## src/rtl/cp0_defs.sv

```systemverilog
// Shared CP0 definitions: register numbers, exception type codes, ExcCode values,
// the Status reset constant and the excepttype -> ExcCode decode.
package cp0_defs;

  localparam logic [4:0] CP0_REG_COUNT   = 5'd9;
  localparam logic [4:0] CP0_REG_COMPARE = 5'd11;
  localparam logic [4:0] CP0_REG_STATUS  = 5'd12;
  localparam logic [4:0] CP0_REG_CAUSE   = 5'd13;
  localparam logic [4:0] CP0_REG_EPC     = 5'd14;
  localparam logic [4:0] CP0_REG_PRID    = 5'd15;
  localparam logic [4:0] CP0_REG_CONFIG  = 5'd16;

  localparam logic [31:0] EXC_INT     = 32'h0000_0001;
  localparam logic [31:0] EXC_SYSCALL = 32'h0000_0008;
  localparam logic [31:0] EXC_RI      = 32'h0000_000a;
  localparam logic [31:0] EXC_OV      = 32'h0000_000c;
  localparam logic [31:0] EXC_TR      = 32'h0000_000d;
  localparam logic [31:0] EXC_ERET    = 32'h0000_000e;

  localparam logic [4:0] EXCCODE_INT = 5'd0;
  localparam logic [4:0] EXCCODE_SYS = 5'd8;
  localparam logic [4:0] EXCCODE_RI  = 5'd10;
  localparam logic [4:0] EXCCODE_OV  = 5'd12;
  localparam logic [4:0] EXCCODE_TR  = 5'd13;

  localparam logic [31:0] STATUS_RESET = 32'h1000_0000;

  typedef struct packed {
    logic       hit;
    logic [4:0] code;
  } exc_dec_t;

  // hit is set only for the exceptions that enter the handler; eret is handled separately.
  function automatic exc_dec_t exc_decode(input logic [31:0] excepttype);
    exc_dec_t d;
    d.hit  = 1'b1;
    d.code = EXCCODE_INT;
    unique case (excepttype)
      EXC_INT:     d.code = EXCCODE_INT;
      EXC_SYSCALL: d.code = EXCCODE_SYS;
      EXC_RI:      d.code = EXCCODE_RI;
      EXC_OV:      d.code = EXCCODE_OV;
      EXC_TR:      d.code = EXCCODE_TR;
      default:     d.hit  = 1'b0;
    endcase
    return d;
  endfunction

endpackage

```

## src/rtl/cp0_reg.sv

```systemverilog
// Coprocessor-0 register file: Count/Compare/Status/Cause/EPC, exception entry/eret
// updates from MEM, CP0 writes from WB, combinational reads for EX, timer interrupt.
module cp0_reg
  import cp0_defs::*;
#(
  parameter logic [31:0] PRID_VAL   = 32'h004c_0102,
  parameter logic [31:0] CONFIG_VAL = 32'h0000_8000
) (
  input  logic        clk,
  input  logic        resetn,
  input  logic        we_i,
  input  logic [4:0]  waddr_i,
  input  logic [31:0] data_i,
  input  logic [4:0]  raddr_i,
  output logic [31:0] data_o,
  input  logic [5:0]  int_i,
  input  logic [31:0] excepttype_i,
  input  logic [31:0] current_inst_addr_i,
  input  logic        is_in_delayslot_i,
  output logic [31:0] count_o,
  output logic [31:0] compare_o,
  output logic [31:0] status_o,
  output logic [31:0] cause_o,
  output logic [31:0] epc_o,
  output logic        timer_int_o
);

  logic        wr_count, wr_compare, wr_status, wr_cause, wr_epc;
  logic [31:0] status_nxt, cause_nxt, epc_nxt;
  exc_dec_t    dec;

  assign wr_count   = we_i && (waddr_i == CP0_REG_COUNT);
  assign wr_compare = we_i && (waddr_i == CP0_REG_COMPARE);
  assign wr_status  = we_i && (waddr_i == CP0_REG_STATUS);
  assign wr_cause   = we_i && (waddr_i == CP0_REG_CAUSE);
  assign wr_epc     = we_i && (waddr_i == CP0_REG_EPC);
  assign dec        = exc_decode(excepttype_i);

  // WB write data first, then exception fields layered on top so they win.
  always_comb begin
    status_nxt = status_o;
    cause_nxt  = cause_o;
    epc_nxt    = epc_o;
    if (wr_status) status_nxt = data_i;
    if (wr_epc)    epc_nxt    = data_i;
    if (wr_cause) begin
      cause_nxt[23:22] = data_i[23:22];
      cause_nxt[9:8]   = data_i[9:8];
    end
    cause_nxt[15:10] = {int_i[5] | timer_int_o, int_i[4:0]};
    if (dec.hit) begin
      cause_nxt[6:2] = dec.code;
      if (!status_o[1]) begin
        epc_nxt       = is_in_delayslot_i ? current_inst_addr_i - 32'd4 : current_inst_addr_i;
        cause_nxt[31] = is_in_delayslot_i;
      end
      status_nxt[1] = 1'b1;
    end else if (excepttype_i == EXC_ERET) begin
      status_nxt[1] = 1'b0;
    end
  end

  always_ff @(posedge clk) begin
    if (!resetn) begin
      count_o     <= '0;
      compare_o   <= '0;
      status_o    <= STATUS_RESET;
      cause_o     <= '0;
      epc_o       <= '0;
      timer_int_o <= 1'b0;
    end else begin
      count_o  <= wr_count ? data_i : count_o + 32'd1;
      status_o <= status_nxt;
      cause_o  <= cause_nxt;
      epc_o    <= epc_nxt;
      // A Compare write acknowledges the timer even if a match happens this edge.
      if (wr_compare) begin
        compare_o   <= data_i;
        timer_int_o <= 1'b0;
      end else if ((compare_o != 32'd0) && (count_o == compare_o)) begin
        timer_int_o <= 1'b1;
      end
    end
  end

  always_comb begin
    unique case (raddr_i)
      CP0_REG_COUNT:   data_o = count_o;
      CP0_REG_COMPARE: data_o = compare_o;
      CP0_REG_STATUS:  data_o = status_o;
      CP0_REG_CAUSE:   data_o = cause_o;
      CP0_REG_EPC:     data_o = epc_o;
      CP0_REG_PRID:    data_o = PRID_VAL;
      CP0_REG_CONFIG:  data_o = CONFIG_VAL;
      default:         data_o = 32'd0;
    endcase
  end

endmodule

```

## config.mk

```make
export PLATFORM = sky130hd
export DESIGN_NAME = cp0_reg
export DESIGN_NICKNAME = d
export VERILOG_FILES = /design/src/rtl/cp0_defs.sv /design/src/rtl/cp0_reg.sv
export SDC_FILE = /design/constraint.sdc
export NUM_CORES = 1
export LEC_CHECK = 0
export ABC_AREA = 1
export ABC_CLOCK_PERIOD_IN_PS = 1600
export CAP_MARGIN = 20
export CELL_PAD_IN_SITES_DETAIL_PLACEMENT = 1
export CELL_PAD_IN_SITES_GLOBAL_PLACEMENT = 2
export CORE_MARGIN = 4
export CORE_UTILIZATION = 30
export CTS_CLUSTER_DIAMETER = 100
export CTS_CLUSTER_SIZE = 24
export DETAILED_ROUTE_END_ITERATION = 10
export DONT_BUFFER_PORTS = 1
export PLACE_DENSITY = 0.74
export SETUP_SLACK_MARGIN = 0.02
export SLEW_MARGIN = 20
export SYNTH_ARGS = -nofsm -noshare
export SYNTH_HDL_FRONTEND = slang
export SYNTH_SLANG_ARGS = --single-unit
```

## constraint.sdc

```tcl
create_clock -name clk -period 1.6 [get_ports clk]
set_clock_uncertainty 0.2 [all_clocks]
set_input_delay 0.32 -clock clk [delete_from_list [all_inputs] [get_ports clk]]
set_output_delay 0.32 -clock clk [all_outputs]
set_load 0.02 [all_outputs]
```

Word level (Yosys, flattened, before mapping)

Cells that the tools add are included.

Multiplexer cells: 11
Add/sub/neg operators: 2
Reductions and logical operators: 11
Bitwise operators: 3
Equality and inequality tests: 19

Operators with widths:

| operator                | count |
|---|---|
| $pmux W32 S7            | 1 |
| $eq A32 B4 Y1 const B   | 5 |
| $mux W32                | 5 |
| $eq A5 B4 Y1 const B    | 11 |
| $add A32 B1 Y32 const B | 1 |
| $eq A32 B1 Y1 const B   | 1 |
| $eq A32 B32 Y1          | 1 |
| $reduce_bool A32 Y1     | 1 |
| $sub A32 B3 Y32 const B | 1 |
| $pmux W4 S4             | 1 |
| $logic_and A1 B1 Y1     | 6 |
| $eq A5 B5 Y1 const B    | 1 |
| $reduce_or A5 Y1        | 1 |
| $mux W1                 | 3 |
| $reduce_bool A3 Y1      | 1 |
| $mux W2                 | 1 |
| $not A1 Y1              | 2 |
| $reduce_and A2 Y1       | 1 |
| $reduce_or A2 Y1        | 1 |
| $or A1 B1 Y1            | 1 |

Output and inout bits: 193
Input bits: 116
Logic and storage cells: 56
Register bits after elaboration: 145

Depth between registers and ports, before layout

Depth after elaboration: 5
Depth in mapped cells: 12
Depth with buffers taken out: 12

Worst setup path before layout

Ideal clock, no wire load.

Path kind: input port to output port
Start: input raddr_i[4]
End: output data_o[16]
Data arrival time: 1,498 ps
Stages: 6
Buffers on the path: 1
Setup slack: -418 ps
Data required time: 1,080 ps
Cell sequence: inv_1 nand4_1 nor2_2 buf_4 inv_1 o21ai_0

Longest elaborated chain between the ends: 2
Elaborated cells on any way between the ends: 8
Those cells by class: eq/ne: 7; mux: 1

RTL lines:

| what                                         | line          | RTL |
|---|---|---|
| start: declaration                           | cp0_reg.sv:14 | `input logic [4:0] raddr_i,` |
| $eq A5 B5 Y1 or $eq A5 B4 Y1 (tied branches) | cp0_reg.sv:87 | `unique case (raddr_i)` |
| $pmux W32 S7 (*)                             | cp0_reg.sv:87 |  |
| end: declaration                             | cp0_reg.sv:15 | `output logic [31:0] data_o,` |

Mark *: on every way between the ends. The rest lies on a longest branch, timed or not.

Final worst setup path

Start: register count_o[1]
End: register count_o[20]

Longest elaborated chain between the ends: 2

RTL lines:

| what                     | line          | RTL |
|---|---|---|
| start: declaration       | cp0_reg.sv:20 | `output logic [31:0] count_o,` |
| start signal: assignment | cp0_reg.sv:72 | `count_o <= wr_count ? data_i : count_o + 32'd1;` |
| $add A32 B1 Y32          | cp0_reg.sv:72 |  |
| $mux W32                 | cp0_reg.sv:72 |  |

Every way passes these cells.
A chain may end at the register's enable or synchronous reset.

==> results.cfg <==
[worst_hold_path]
holdPathStages = 2
hp-class = in -> reg

[grt]
antenna_found_initial = 2
grt_max_degree = 138
grt_pass1_vias = 12345
track_usage_pct = 29.4
grt_pass1_wl_um = 75000
overflow = 0

[power_and_ir_drop]
ir_drop_mv = 0.737
switchingPower_mw = 2.61
p_total_mw = 9.11
powerDensity_nw_per_um2 = 575
switching_share_pct = 28.6
pwr-share-clk_pct = 46.0
p_int_mw = 6.50
seqPwrFrac_pct = 40.5
p_leak_nw = 7.50
combPwrFrac_pct = 13.5

[timing]
finalHoldViolCount = 110
slew_violations = 0
relSlewSlack_pct = 66.0
period_share_pct = 122
period_needed_ps = 1960
setup_viol = 66
worstMarginPinSlew_ps = 506
tns_ps = -15810
rsz0062_at_grt = true
max_freq_mhz = 510
setup_slack_ps = -360
holdWs_ps = -151

[placed_design]
hpwl_um = 37000
place_ws_ps = -322
io_buffers = 0
postPlaceCellArea_um2 = 12400
gp_congestion = 0.936

[synth]
synthTopCellsByCount = 301 x nand2_1, 220 x nor2_1, 159 x inv_1
ys_ff_latch = 144
post_synth.cell_area_avg_um2 = 6.39
netlist_instances = 1414
synth_compound_area_share_pct = 15.7
yosys.area.top_type = dfxtp_1
synth_top_flop_cell = dfxtp_1
synth_top_family_by_area = simple AND/OR/NAND/NOR gates
yosys.area_share.adder_pct = 0.277
ys_types = 46
synth-xor-area-share_pct = 4.65
synth.area.top_cells = dfxtp_1 32%, nand2_1 12%, nor2_1 9.1%
ys_seq_area_share_pct = 31.9
synthSimpleGateAreaFrac_pct = 35.8
synth_most_common_cell = nand2_1
synth_top_area_share_pct = 31.9
synthMuxAreaShare_pct = 0
synthArstFlopShare_pct = 0
synthesis.area_um2 = 9040
synth_edf_count = 0
yosysWarnings = 0

[clock_tree]
clk_pin_slew_ps = 70
cts_tree = built
cts_buffers = 17
clkSinkCount = 144
h-tree-depth = 4
clk_latency_ps = 440
clockRootBuffer = clkbuf_16
clock_path_buffers = 2

[die]
io_pins = 309
initial_utilization_pct = 30.4
fp.dieArea_um2 = 33000
chipWidth_um = 182
die_height_um = 182
std_cell_rows = 63
coreArea_um2 = 29700

[status]
status = finished with violations
violations = negative hold slack, negative setup slack

[critical_path]
path_delay_family = simple AND/OR/NAND/NOR gates
cp-start-kind = flop
path_buf_inv = 2
max_stage_delay_ps = 380
arrival_ps = 2140
end_kind = flop
crit_cells = 10
crit_chain = ha_4 > nand3_4 > nor2_4 > nand2_2 > nor2_4 > buf_6 > nand4_1 > nand3_1 > nand3_1 > inv_1
critPathRequiredTime_ps = 1780
cpMaxStageDelayCell = dfxtp_4
critical_path_class = reg -> reg
rr_worst_depth = 10
path_max_fanout = 5

[run]
cap_violations = 0

[cells_and_area]
num-nets-final = 1961
multiInputGateArea_um2 = 6580
register_area_um2 = 3040
num-fill-cells = 3636
synthToLayoutAreaGrowth_pct = 75.4
layout-drive-gt1-share_pct = 43.5
postLayoutCellArea_um2 = 15900
finalCoreUtilization_pct = 53.4

[detailed_routing]
drt-total-wl_um = 53400
ant_nets = 0
drc = 0
vias_per_cell = 5.24
drtIter0Drc = 828
drt_pass1_iterations = 5
wire_per_inst_um = 23.7
vias = 11779
==> flip-flops by register name (all words and copies together) (netlist names) <==
name and cells:
cause_o 15, compare_o 32, count_o 32, epc_o 32, status_o 32, timer_int_o 1
==> what timing repair did <==
item | 4_1_cts | 5_1_grt
buffers inserted | 69 | 21
hold buffers | 37 | 11
hold endpoints to repair | 141 | 119
endpoints found under the setup margin | 81 | 85
resized for setup | 331 | 130
pin swaps | 91 | 89
cloned | 2 | 1
==> power by group through the flow <==
| stage | Sequential [mW] | Combinational [mW] | Clock [mW] |
|---|---|---|---|
| 6_report | 3.69 | 1.23 | 4.19 |
| 5_1_grt | 3.70 | 1.31 | 4.36 |
| 4_1_cts | 3.69 | 1.12 | 4.21 |
| 3_5_place_dp | 3.79 | 0.896 | 0 |
| 3_3_place_gp | 3.79 | 0.873 | 0 |
| 2_1_floorplan | 3.84 | 0.526 | 0 |
==> layout make-up <==
class,count,share of cell area [%]
Sequential cell,144,19.2
Tap cell,390,3.08
Antenna cell,3,0.0473
Timing Repair Buffer,473,27.9
Multi-Input combinational cell,1039,41.5
Clock buffer,18,2.77
Clock inverter,14,0.970
Inverter,168,4.62
==> final timing paths <==
kind / from / endpoint / slack, ps
hold / removal: resetn / epc_o[11] / -150
setup reg to reg: count_o[1] / count_o[20] / -360
setup / recovery: count_o[1] / count_o[20] / -360
hold reg to reg: compare_o[23] / compare_o[23] / 330
==> cells by family (layout without fill, tap and decap cells) <==
logic type | Yosys count | after routing
xor gates and xnor gates | 48 | 48
AOI/OAI and AO/OA | 249 | 249
adders and majority gates | 2 | 2
buffers and inverters | 247 | 673
and+or+nand+nor | 723 | 723
other | 1 | 20
DFF | 144 | 144
==> cells in the final DEF, fill, tap and decap left out, types with 6 or more instances in the layout <==
cell           instances
xnor2_1               22
conb_1                17
nor3_1                 7
buf_4                282
nor2_4                28
a221oi_4              12
inv_2                 28
o2111ai_2              6
nand2_4               19
dfxtp_4               25
o211ai_1               6
nand4_1               42
nor2_1               185
a21oi_2                8
buf_6                118
inv_1                119
o21ai_0              104
inv_4                 13
nor3_2                 7
dfxtp_2               53
o21ai_4               10
nand3_4                7
o21bai_1               6
dlygate4sd3_1         48
clkbuf_16             18
nand2_2               27
xor2_1                20
nor2_2                24
o2111ai_4              6
nor3_4                14
dfxtp_1               66
nand2_1              261
nand3_2               14
nand3_1               72
buf_12                17
a22oi_2               10
a21oi_1               64
==> metrics by stage <==
stage               hold slack [ps]  instances
floorplan                       218       1430
global placement                221       2086
detailed placement              234       2086
CTS                            -176       2220
global route                   -158       2247
finish                         -151       2249
==> per-layer routing <==
metal	global-route usage [%]	up-vias	wire length, um
li1	-	5433	-
met1	35.9	5692	21200
met2	49.6	522	25700
met3	6.89	130	4150
met4	12.3	2	2410
met5	0	-	14
No activity file was read; power rests on OpenSTA's default activity.
